**src/rtl/fp16_pkg.sv**
```systemverilog
// rtl/fp16_pkg.sv - binary16 field constants, slice helpers and divider FSM states
// Shared by the fp16 multiplier and divider; no ports.
package fp16_pkg;

    localparam int EXP_W = 5;
    localparam int MAN_W = 10;
    localparam int BIAS  = 15;
    localparam int QBITS = MAN_W + 2;
    localparam int CNT_W = 4;

    localparam logic [15:0] FP16_ZERO    = 16'h0000;
    localparam logic [14:0] FP16_INF_MAG = 15'h7C00;

    typedef enum logic [1:0] {
        ST_IDLE    = 2'd0,
        ST_DIV     = 2'd1,
        ST_NORM    = 2'd2,
        ST_SPECIAL = 2'd3
    } fp16_state_e;

    function automatic logic fp_sign(input logic [15:0] v);
        return v[15];
    endfunction

    function automatic logic [EXP_W-1:0] fp_exp(input logic [15:0] v);
        return v[14:10];
    endfunction

    function automatic logic [MAN_W-1:0] fp_man(input logic [15:0] v);
        return v[9:0];
    endfunction

    // No denormals: any value with a zero magnitude field is treated as zero.
    function automatic logic fp_is_zero(input logic [15:0] v);
        return (v[14:0] == 15'd0);
    endfunction

endpackage

```
**src/rtl/fp16_divide_if.sv**
```systemverilog
// rtl/fp16_divide_if.sv - start/result handshake bundle for the fp16 divider
// in_A, in_B, in_En : operands and start strobe, driven by the master
// out_Out, out_Ready, out_Busy : quotient, result pulse, busy flag, driven by the divider
interface fp16_divide_if;

    logic [15:0] in_A;
    logic [15:0] in_B;
    logic        in_En;
    logic [15:0] out_Out;
    logic        out_Ready;
    logic        out_Busy;

    modport master (
        output in_A, in_B, in_En,
        input  out_Out, out_Ready, out_Busy
    );

    modport slave (
        input  in_A, in_B, in_En,
        output out_Out, out_Ready, out_Busy
    );

endinterface

```
**src/rtl/fp16_div_iter.sv**
```systemverilog
// rtl/fp16_div_iter.sv - restoring mantissa divider, one quotient bit per clock
// clk, rst     : clock, asynchronous active-high reset
// start_i      : load operands and begin QBITS iterations
// a_man_i      : dividend stored mantissa (hidden one added here)
// b_man_i      : divisor stored mantissa (hidden one added here)
// done_o       : high during the last iteration cycle; q_o is final after that edge
// q_o          : quotient floor({1,a}*2^11 / {1,b})
module fp16_div_iter
    import fp16_pkg::*;
(
    input  logic             clk,
    input  logic             rst,
    input  logic             start_i,
    input  logic [MAN_W-1:0] a_man_i,
    input  logic [MAN_W-1:0] b_man_i,
    output logic             done_o,
    output logic [QBITS-1:0] q_o
);

    logic [QBITS-1:0] rem_q, rem_d;
    logic [MAN_W:0]   div_q;
    logic [QBITS-1:0] quo_q;
    logic [CNT_W-1:0] cnt_q;
    logic             active_q;
    logic             ge;
    logic [QBITS-1:0] diff;

    // Remainder stays below the divisor after each step, so the left shift
    // never overflows the QBITS-wide register.
    always_comb begin
        ge    = (rem_q >= {1'b0, div_q});
        diff  = rem_q - {1'b0, div_q};
        rem_d = ge ? {diff[QBITS-2:0], 1'b0} : {rem_q[QBITS-2:0], 1'b0};
    end

    always_ff @(posedge clk or posedge rst) begin
        if (rst) begin
            rem_q    <= '0;
            div_q    <= '0;
            quo_q    <= '0;
            cnt_q    <= '0;
            active_q <= 1'b0;
        end else if (start_i) begin
            rem_q    <= {1'b0, 1'b1, a_man_i};
            div_q    <= {1'b1, b_man_i};
            quo_q    <= '0;
            cnt_q    <= CNT_W'(QBITS - 1);
            active_q <= 1'b1;
        end else if (active_q) begin
            rem_q <= rem_d;
            quo_q <= {quo_q[QBITS-2:0], ge};
            if (cnt_q == '0) begin
                active_q <= 1'b0;
            end else begin
                cnt_q <= cnt_q - 1'b1;
            end
        end
    end

    assign done_o = active_q && (cnt_q == '0);
    assign q_o    = quo_q;

endmodule

```
**src/rtl/fp16_divide.sv**
```systemverilog
// rtl/fp16_divide.sv - iterative binary16 divider, truncating, no denormals or NaN
// clk, rst : clock, asynchronous active-high reset
// bus      : slave side of fp16_divide_if (in_A/in_B/in_En in, out_Out/out_Ready/out_Busy out)
module fp16_divide
    import fp16_pkg::*;
(
    input logic         clk,
    input logic         rst,
    fp16_divide_if.slave bus
);

    fp16_state_e      state_q;
    logic             sign_q;
    logic [EXP_W-1:0] exp_q;
    logic             a_zero_q;
    logic [15:0]      out_q;
    logic             ready_q;
    logic             busy_q;

    logic             sign_d;
    logic [EXP_W-1:0] exp_d;
    logic             a_zero_d;
    logic             special_d;
    logic             accept;
    logic             start_div;
    logic             iter_done;
    logic [QBITS-1:0] quo;

    // Exponent wraps modulo 2^EXP_W by design; overflow is not flagged.
    always_comb begin
        sign_d    = fp_sign(bus.in_A) ^ fp_sign(bus.in_B);
        exp_d     = fp_exp(bus.in_A) - fp_exp(bus.in_B) + EXP_W'(BIAS);
        a_zero_d  = fp_is_zero(bus.in_A);
        special_d = a_zero_d || fp_is_zero(bus.in_B);
        accept    = (state_q == ST_IDLE) && bus.in_En;
        start_div = accept && !special_d;
    end

    fp16_div_iter u_iter (
        .clk     (clk),
        .rst     (rst),
        .start_i (start_div),
        .a_man_i (fp_man(bus.in_A)),
        .b_man_i (fp_man(bus.in_B)),
        .done_o  (iter_done),
        .q_o     (quo)
    );

    always_ff @(posedge clk or posedge rst) begin
        if (rst) begin
            state_q  <= ST_IDLE;
            sign_q   <= 1'b0;
            exp_q    <= '0;
            a_zero_q <= 1'b0;
            out_q    <= FP16_ZERO;
            ready_q  <= 1'b0;
            busy_q   <= 1'b0;
        end else begin
            ready_q <= 1'b0;
            case (state_q)
                ST_IDLE: begin
                    if (accept) begin
                        sign_q   <= sign_d;
                        exp_q    <= exp_d;
                        a_zero_q <= a_zero_d;
                        busy_q   <= 1'b1;
                        state_q  <= special_d ? ST_SPECIAL : ST_DIV;
                    end
                end
                ST_DIV: begin
                    if (iter_done) begin
                        state_q <= ST_NORM;
                    end
                end
                ST_NORM: begin
                    // Quotient lies in [2^10, 2^12); a clear top bit means the
                    // mantissa ratio was below one, so shift left and drop an exponent.
                    if (quo[QBITS-1]) begin
                        out_q <= {sign_q, exp_q, quo[QBITS-2:1]};
                    end else begin
                        out_q <= {sign_q, exp_q - 1'b1, quo[MAN_W-1:0]};
                    end
                    ready_q <= 1'b1;
                    busy_q  <= 1'b0;
                    state_q <= ST_IDLE;
                end
                ST_SPECIAL: begin
                    // Zero dividend wins over zero divisor, so 0/0 yields zero.
                    out_q   <= a_zero_q ? FP16_ZERO : {sign_q, FP16_INF_MAG};
                    ready_q <= 1'b1;
                    busy_q  <= 1'b0;
                    state_q <= ST_IDLE;
                end
                default: state_q <= ST_IDLE;
            endcase
        end
    end

    assign bus.out_Out   = out_q;
    assign bus.out_Ready = ready_q;
    assign bus.out_Busy  = busy_q;

endmodule

```
**src/flat_wrapper.sv**
```systemverilog
// flat-port wrapper written by rule: the top's interface ports become plain ports
module fp16_divide_flat import fp16_pkg::*;
  (clk, rst, bus_in_A, bus_in_B, bus_in_En, bus_out_Out, bus_out_Ready, bus_out_Busy);
  fp16_divide_if bus_i ();
  input logic clk;
  input logic rst;
  input wire logic [$bits(bus_i.in_A)-1:0] bus_in_A;
  input wire logic [$bits(bus_i.in_B)-1:0] bus_in_B;
  input wire logic [$bits(bus_i.in_En)-1:0] bus_in_En;
  output wire logic [$bits(bus_i.out_Out)-1:0] bus_out_Out;
  output wire logic [$bits(bus_i.out_Ready)-1:0] bus_out_Ready;
  output wire logic [$bits(bus_i.out_Busy)-1:0] bus_out_Busy;
  assign bus_i.in_A = bus_in_A;
  assign bus_i.in_B = bus_in_B;
  assign bus_i.in_En = bus_in_En;
  assign bus_out_Out = bus_i.out_Out;
  assign bus_out_Ready = bus_i.out_Ready;
  assign bus_out_Busy = bus_i.out_Busy;
  fp16_divide u_core (.clk(clk), .rst(rst), .bus(bus_i));
endmodule
```
**config.mk**
```make
export PLATFORM = sky130hd
export DESIGN_NAME = fp16_divide_flat
export DESIGN_NICKNAME = d
export VERILOG_FILES = /design/src/rtl/fp16_pkg.sv /design/src/rtl/fp16_divide_if.sv /design/src/rtl/fp16_div_iter.sv /design/src/rtl/fp16_divide.sv /design/src/flat_wrapper.sv
export SDC_FILE = /design/constraint.sdc
export NUM_CORES = 1
export LEC_CHECK = 0
export ABC_AREA = 1
export CAP_MARGIN = 20
export CORE_MARGIN = 4
export CORE_UTILIZATION = 40
export DETAILED_ROUTE_END_ITERATION = 6
export GPL_ROUTABILITY_DRIVEN = 0
export PLACE_DENSITY = 0.64
export REMOVE_ABC_BUFFERS = 1
export SYNTH_ARGS = -nofsm -noshare
export SYNTH_HDL_FRONTEND = slang
export SYNTH_HIERARCHICAL = 1
export SYNTH_SLANG_ARGS = --single-unit
```
**constraint.sdc**
```tcl
create_clock -name clk -period 5.8 [get_ports clk]
set_clock_uncertainty 0.05 [all_clocks]
set_input_delay 1.16 -clock clk [delete_from_list [all_inputs] [get_ports clk]]
set_output_delay 1.16 -clock clk [all_outputs]
set_load 0.01 [all_outputs]
```
==> results of run 1 <==
[kinds of logic (layout without fill, tap and decap cells)]
group / Yosys count / count (layout) / synth area share
flip-flops: 67 / 67 / 0.4128
buffers and inverters: 95 / 153 / 0.1004
adder cells (fa/ha/maj): 23 / 23 / 0.07455
multiplexers: 10 / 10 / 0.02465
AO/OA/AOI/OAI: 71 / 71 / 0.1044
AND/OR/NAND/NOR: 252 / 252 / 0.2723
XOR/XNOR: 5 / 5 / 0.01078
[power by group through the flow]
stage / logic (W) / registers [W] / clock network (W)
after floorplan: 0.00117 / 0.000829 / 0
after global placement: 0.00158 / 0.000829 / 0
after detailed placement: 0.00161 / 0.000835 / 0
after CTS: 0.00162 / 0.000828 / 0.000453
after global routing: 0.00184 / 0.000858 / 0.000474
final: 0.00161 / 0.000825 / 0.000438
[cell usage after synthesis, types with 8 or more instances]
| library cell | instances |
|---|---|
| nand2_1 | 143 |
| inv_1 | 75 |
| dfrtp_1 | 67 |
| nor2_1 | 46 |
| nand3_1 | 34 |
| o21ai_0 | 24 |
| ha_1 | 21 |
| o21ai_1 | 15 |
| mux2i_1 | 10 |
| nand4_1 | 10 |
| o22ai_1 | 10 |
| a21oi_1 | 8 |
[registers in the layout (all words and copies together) (netlist names), 2 cells and up]
name                 cells
u_core/u_iter/rem_q     12
u_core/u_iter/cnt_q      4
u_core/state_q           2
u_core/exp_q             5
u_core/u_iter/div_q     11
u_core/bus.out_Out      16
u_core/u_iter/q_o       12
[layout make-up]
class	instances	share of cell area
clock buffers	10	0.02793
clock inverters	5	0.01727
inverters	81	0.06171
multi-input cells	361	0.4017
flip-flops and latches	67	0.3403
well taps	133	0.03377
repair buffers	57	0.1173
[per-layer routing]
metal	vias to the layer above	wire, microns	global-route usage
li1	1785	-	-
met2	69	4433	0.2793
met1	1573	4079	0.2092
met3	15	386	0.03908
met4	0	210	0.05681
met5	-	0	0
[metrics by stage]
step,hold slack [ns],instance area [sq um]
finish,0.4337,4927
global route,0.4654,4927
CTS,0.4367,4900
detailed placement,0.4156,4677
global placement,0.3930,4677
floorplan,0.3759,3958
[worst paths after layout]
check | startpoint | to | slack (ns) | cells past startpoint
max in group asynchronous | rst | u_core/u_iter/rem_q[9] | 4.12 | 3
max reg2reg | u_core/state_q[1] | u_core/u_iter/rem_q[10] | 3.46 | 9
min | u_core/bus.out_Out[14] | u_core/bus.out_Out[14] | 0.43 | 2
min reg2reg | u_core/bus.out_Out[14] | u_core/bus.out_Out[14] | 0.43 | 2
min in group asynchronous | rst | u_core/bus.out_Out[8] | 1.09 | 2
max | bus_in_A[7] | u_core/u_iter/rem_q[10] | 2.77 | 13
[worst max-delay path, cell delays in order]
cell and delay (ns):
clkdlybuf4s50_1 0.44, nor2_1 0.17, nand2_1 0.08, nor2_1 0.11
nand2_1 0.09, nand2_1 0.08, nor2_2 0.03, buf_4 0.23
nor2_1 0.17, inv_1 0.18, or2_2 0.31, nand2_1 0.08
a21oi_2 0.05
==> out/results.ini, run 1 <==
[outcome]
status=finished, final reports clean

[synthesis]
seq_area_frac_synth=0.4128
ys_ff_latch=67
syn-cell-area_sq_um=4061
synth_cell_types=37
yosys-top-cells-area=dfrtp_1 41%, nand2_1 13%, inv_1 6.9%
yosysWarnings=6
yosysTopAreaCellShare=0.4128
syn_inst=523
ys.flop_type=dfrtp_1
synth_edf_count=0
ys_async_sr_fraction=1.000
synth_top_area_cell=dfrtp_1
syn_area_per_cell_sq_um=7.766

[die]
die-area_sq_um=11830
num_io_pins=53
core_region_area_sq_um=9819
start_util=0.4136
fp.dieW_microns=108.8
die_h_microns=108.8
row_count=36

[placed_design]
dp.cells=698
dp_slack_ns=2.420
dp_hpwl_microns=6987
numPortBuffers=52

[cells_and_area]
area.sequential_sq_um=1677
area_growth_pct=21.32
mostFrequentLayoutCells=143 x nand2_1, 75 x inv_1, 67 x dfrtp_1
diodes=0
layoutNonFillerInstCount=714
n_fill_cell=1014
final_core_util=0.5018
nNetsFinal=635
drive_gt1_frac=0.08606
layout.cells.most_common=nand2_1
multi_input_area_sq_um=1979

[detailed_routing]
wl_microns=9109
vias=3442
drt_iter0_markers=101
avgViaCountPerCell=4.821
wl_per_cell_microns=12.76
drc=0
postRouteAntennaNets=0
first_pass_iters=4

[min_path]
hold_class=reg2reg

[clocking]
worstSkewPairLatency_ns=0.34
cts_root_buf=clkbuf_8
cts_buffers=9
clk_pin_slew_ns=0.07
cts_tree=yes
post-cts-setup-buffers=0
htree_levels=3
cts_resized=0
cts_hold_buf=0
clockBufferDepth=2
cts.sinks=67

[global_route]
overflow=0
grt_pass1_vias=3477
grt_max_degree=41
grt_pass1_wl_microns=15680
grt.total_usage=0.1660
antenna_found_initial=0

[timing]
tightest_slew_ns=0.6879
period_minus_slack_ns=3.029
hold_viol=0
maxSlewHeadroom=0.5414
slew_violations=0
worst_slack_ns=2.771
final-setup-viol-count=0
rsz0062_at_grt=no
finalSetupTns_ns=0
finalCritPeriodShare=0.5222
max_freq_mhz=330.2

[critical_path]
cp.arrival_ns=3.21
worstSetupStartpointType=primary input
setup.worst_path.class=in2reg
endpoint_kind=register
crit_required_ns=5.98
critPathMaxFanout=33

[power_and_ir_drop]
pwr-share-comb=0.560
power.switching_w=0.001288
p_int_w=0.001584
p_clk_frac=0.152
total_power_w=0.002872
p_per_area_nw_per_um2=582.9
leakagePower_nw=2.423
seqPwrFrac=0.287
ir_drop_v=0.0003194
p_sw_frac=0.4486

[flow_run]
max-cap-violations=0

Note: power is estimated with default switching activity, not from simulation.
==> run 2: changes to the inputs <==
==> constraint.sdc (replaced) <==
create_clock -name clk -period 3.1 [get_ports clk]
set_clock_uncertainty 0.05 [all_clocks]
set_input_delay 0.62 -clock clk [delete_from_list [all_inputs] [get_ports clk]]
set_output_delay 0.62 -clock clk [all_outputs]
set_load 0.01 [all_outputs]
==> out/results.ini, run 2 (same netlist as run 1, synthesis figures left out) <==
[die]
die_h_microns=108.8
core_region_area_sq_um=9819
row_count=36
fp.dieW_microns=108.8
start_util=0.4136
num_io_pins=53
die-area_sq_um=11830

[placed_design]
dp_hpwl_microns=6900
numPortBuffers=52
dp_slack_ns=0.4652

[clocking]
cts_buffers=9
htree_levels=3
cts_hold_buf=0
cts.sinks=67
cts_root_buf=clkbuf_8
clk_pin_slew_ns=0.07
worstSkewPairLatency_ns=0.34
cts_tree=yes
post-cts-setup-buffers=0
clockBufferDepth=2
cts_resized=0

[critical_path]
crit_required_ns=3.28
cp.arrival_ns=2.46
endpoint_kind=register
worstSetupStartpointType=primary input
critPathMaxFanout=12
setup.worst_path.class=in2reg

[cells_and_area]
diodes=0
nNetsFinal=636
area_growth_pct=20.52
mostFrequentLayoutCells=143 x nand2_1, 75 x inv_1, 67 x dfrtp_1
largest_register_ffs=16
drive_gt1_frac=0.08748
layout.cells.most_common=nand2_1

[timing]
rsz0062_at_grt=no
finalSetupTns_ns=0
finalCritPeriodShare=0.7340
final-setup-viol-count=0
worst_slack_ns=0.8246
period_minus_slack_ns=2.275
slew_violations=0
max_freq_mhz=439.5
hold_viol=0
maxSlewHeadroom=0.5608
tightest_slew_ns=0.6587

[global_route]
antenna_found_initial=0
grt_max_degree=41
grt_pass1_vias=3274
grt_pass1_wl_microns=15060
overflow=0
grt.total_usage=0.1606

[detailed_routing]
vias=3467
drc=0
postRouteAntennaNets=0
wl_microns=9047
drt_iter0_markers=109
first_pass_iters=5
wl_per_cell_microns=12.64
avgViaCountPerCell=4.842

[power_and_ir_drop]
ir_drop_v=0.0005431
pwr-share-comb=0.570
power.switching_w=0.002407
p_per_area_nw_per_um2=1082
seqPwrFrac=0.291
p_clk_frac=0.139
p_sw_frac=0.4545
leakagePower_nw=2.415
p_int_w=0.002889

[outcome]
status=finished, final reports clean

[flow_run]
max-cap-violations=0

[min_path]
hold_class=reg2reg

[run 2: cell types whose count changed in the layout (fill, tap and decap cells not counted), sizes merged]
cell      delta
buf          +1
inv          -1
bufinv       -1
clkbuf       +1
clkinvlp     -1
clkinv       +3
[run 2: layer usage]
| metal | global-route usage | up-vias | part of all wire |
|---|---|---|---|
| met2 | 0.2670 | 65 | 0.48 |
| li1 | - | 1786 | - |
| met5 | 0 | - | 0 |
| met3 | 0.04026 | 6 | 0.048 |
| met1 | 0.2076 | 1610 | 0.46 |
| met4 | 0.04599 | 0 | 0.0073 |
[run 2: final timing paths]
check,from,endpoint,slack (ns),depth (start not counted)
setup / recovery,bus_in_A[5],u_core/u_iter/rem_q[10],0.82,12
hold / removal,u_core/u_iter/div_q[10],u_core/u_iter/div_q[10],0.41,2
setup reg to reg,u_core/u_iter/rem_q[0],u_core/u_iter/rem_q[10],0.96,11
hold reg to reg,u_core/u_iter/div_q[10],u_core/u_iter/div_q[10],0.41,2
max in group asynchronous,rst,u_core/u_iter/div_q[6],1.92,3
min in group asynchronous,rst,u_core/bus.out_Out[8],0.63,3
[run 2: area by class of cell]
cell class / count / area (sq um)
flip-flops and latches: 67 / 1677
multi-input cells: 361 / 1979
well taps: 133 / 166.4
clock inverters: 5 / 61.31
clock buffers: 11 / 141.4
inverters: 81 / 304.0
repair buffers: 58 / 565.5
fillers: 1008 / 4925
[run 2: stage by stage]
stage	hold slack (ns)	util	power (W)	std cells	area, sq um
floorplan	0.3759	-	0.003742	509	3958
global placement	0.3959	0.4778	0.004510	700	4692
detailed placement	0.3959	0.4778	0.004574	700	4692
CTS	0.4132	0.4985	0.005343	716	4895
global route	0.4298	0.4985	0.005859	716	4895
finish	0.4111	0.4985	0.005296	716	4895
[run 2: power by group through the flow]
stage / clock network [W] / registers, W / logic, W
3_5_place_dp: 0 / 0.00156 / 0.00301
3_3_place_gp: 0 / 0.00155 / 0.00296
5_1_grt: 0.000809 / 0.00160 / 0.00345
6_report: 0.000739 / 0.00154 / 0.00302
2_1_floorplan: 0 / 0.00155 / 0.00219
4_1_cts: 0.000767 / 0.00154 / 0.00303
[run 2: worst max-delay path: stages]
cell	delay, ns
clkdlybuf4s50_1	0.42
nor2_1	0.19
nand2_1	0.09
nor2_1	0.10
nand2_1	0.09
nand2_1	0.08
nor2_2	0.05
nor2_1	0.16
inv_1	0.19
or2_2	0.32
nand2_1	0.09
a21oi_2	0.05
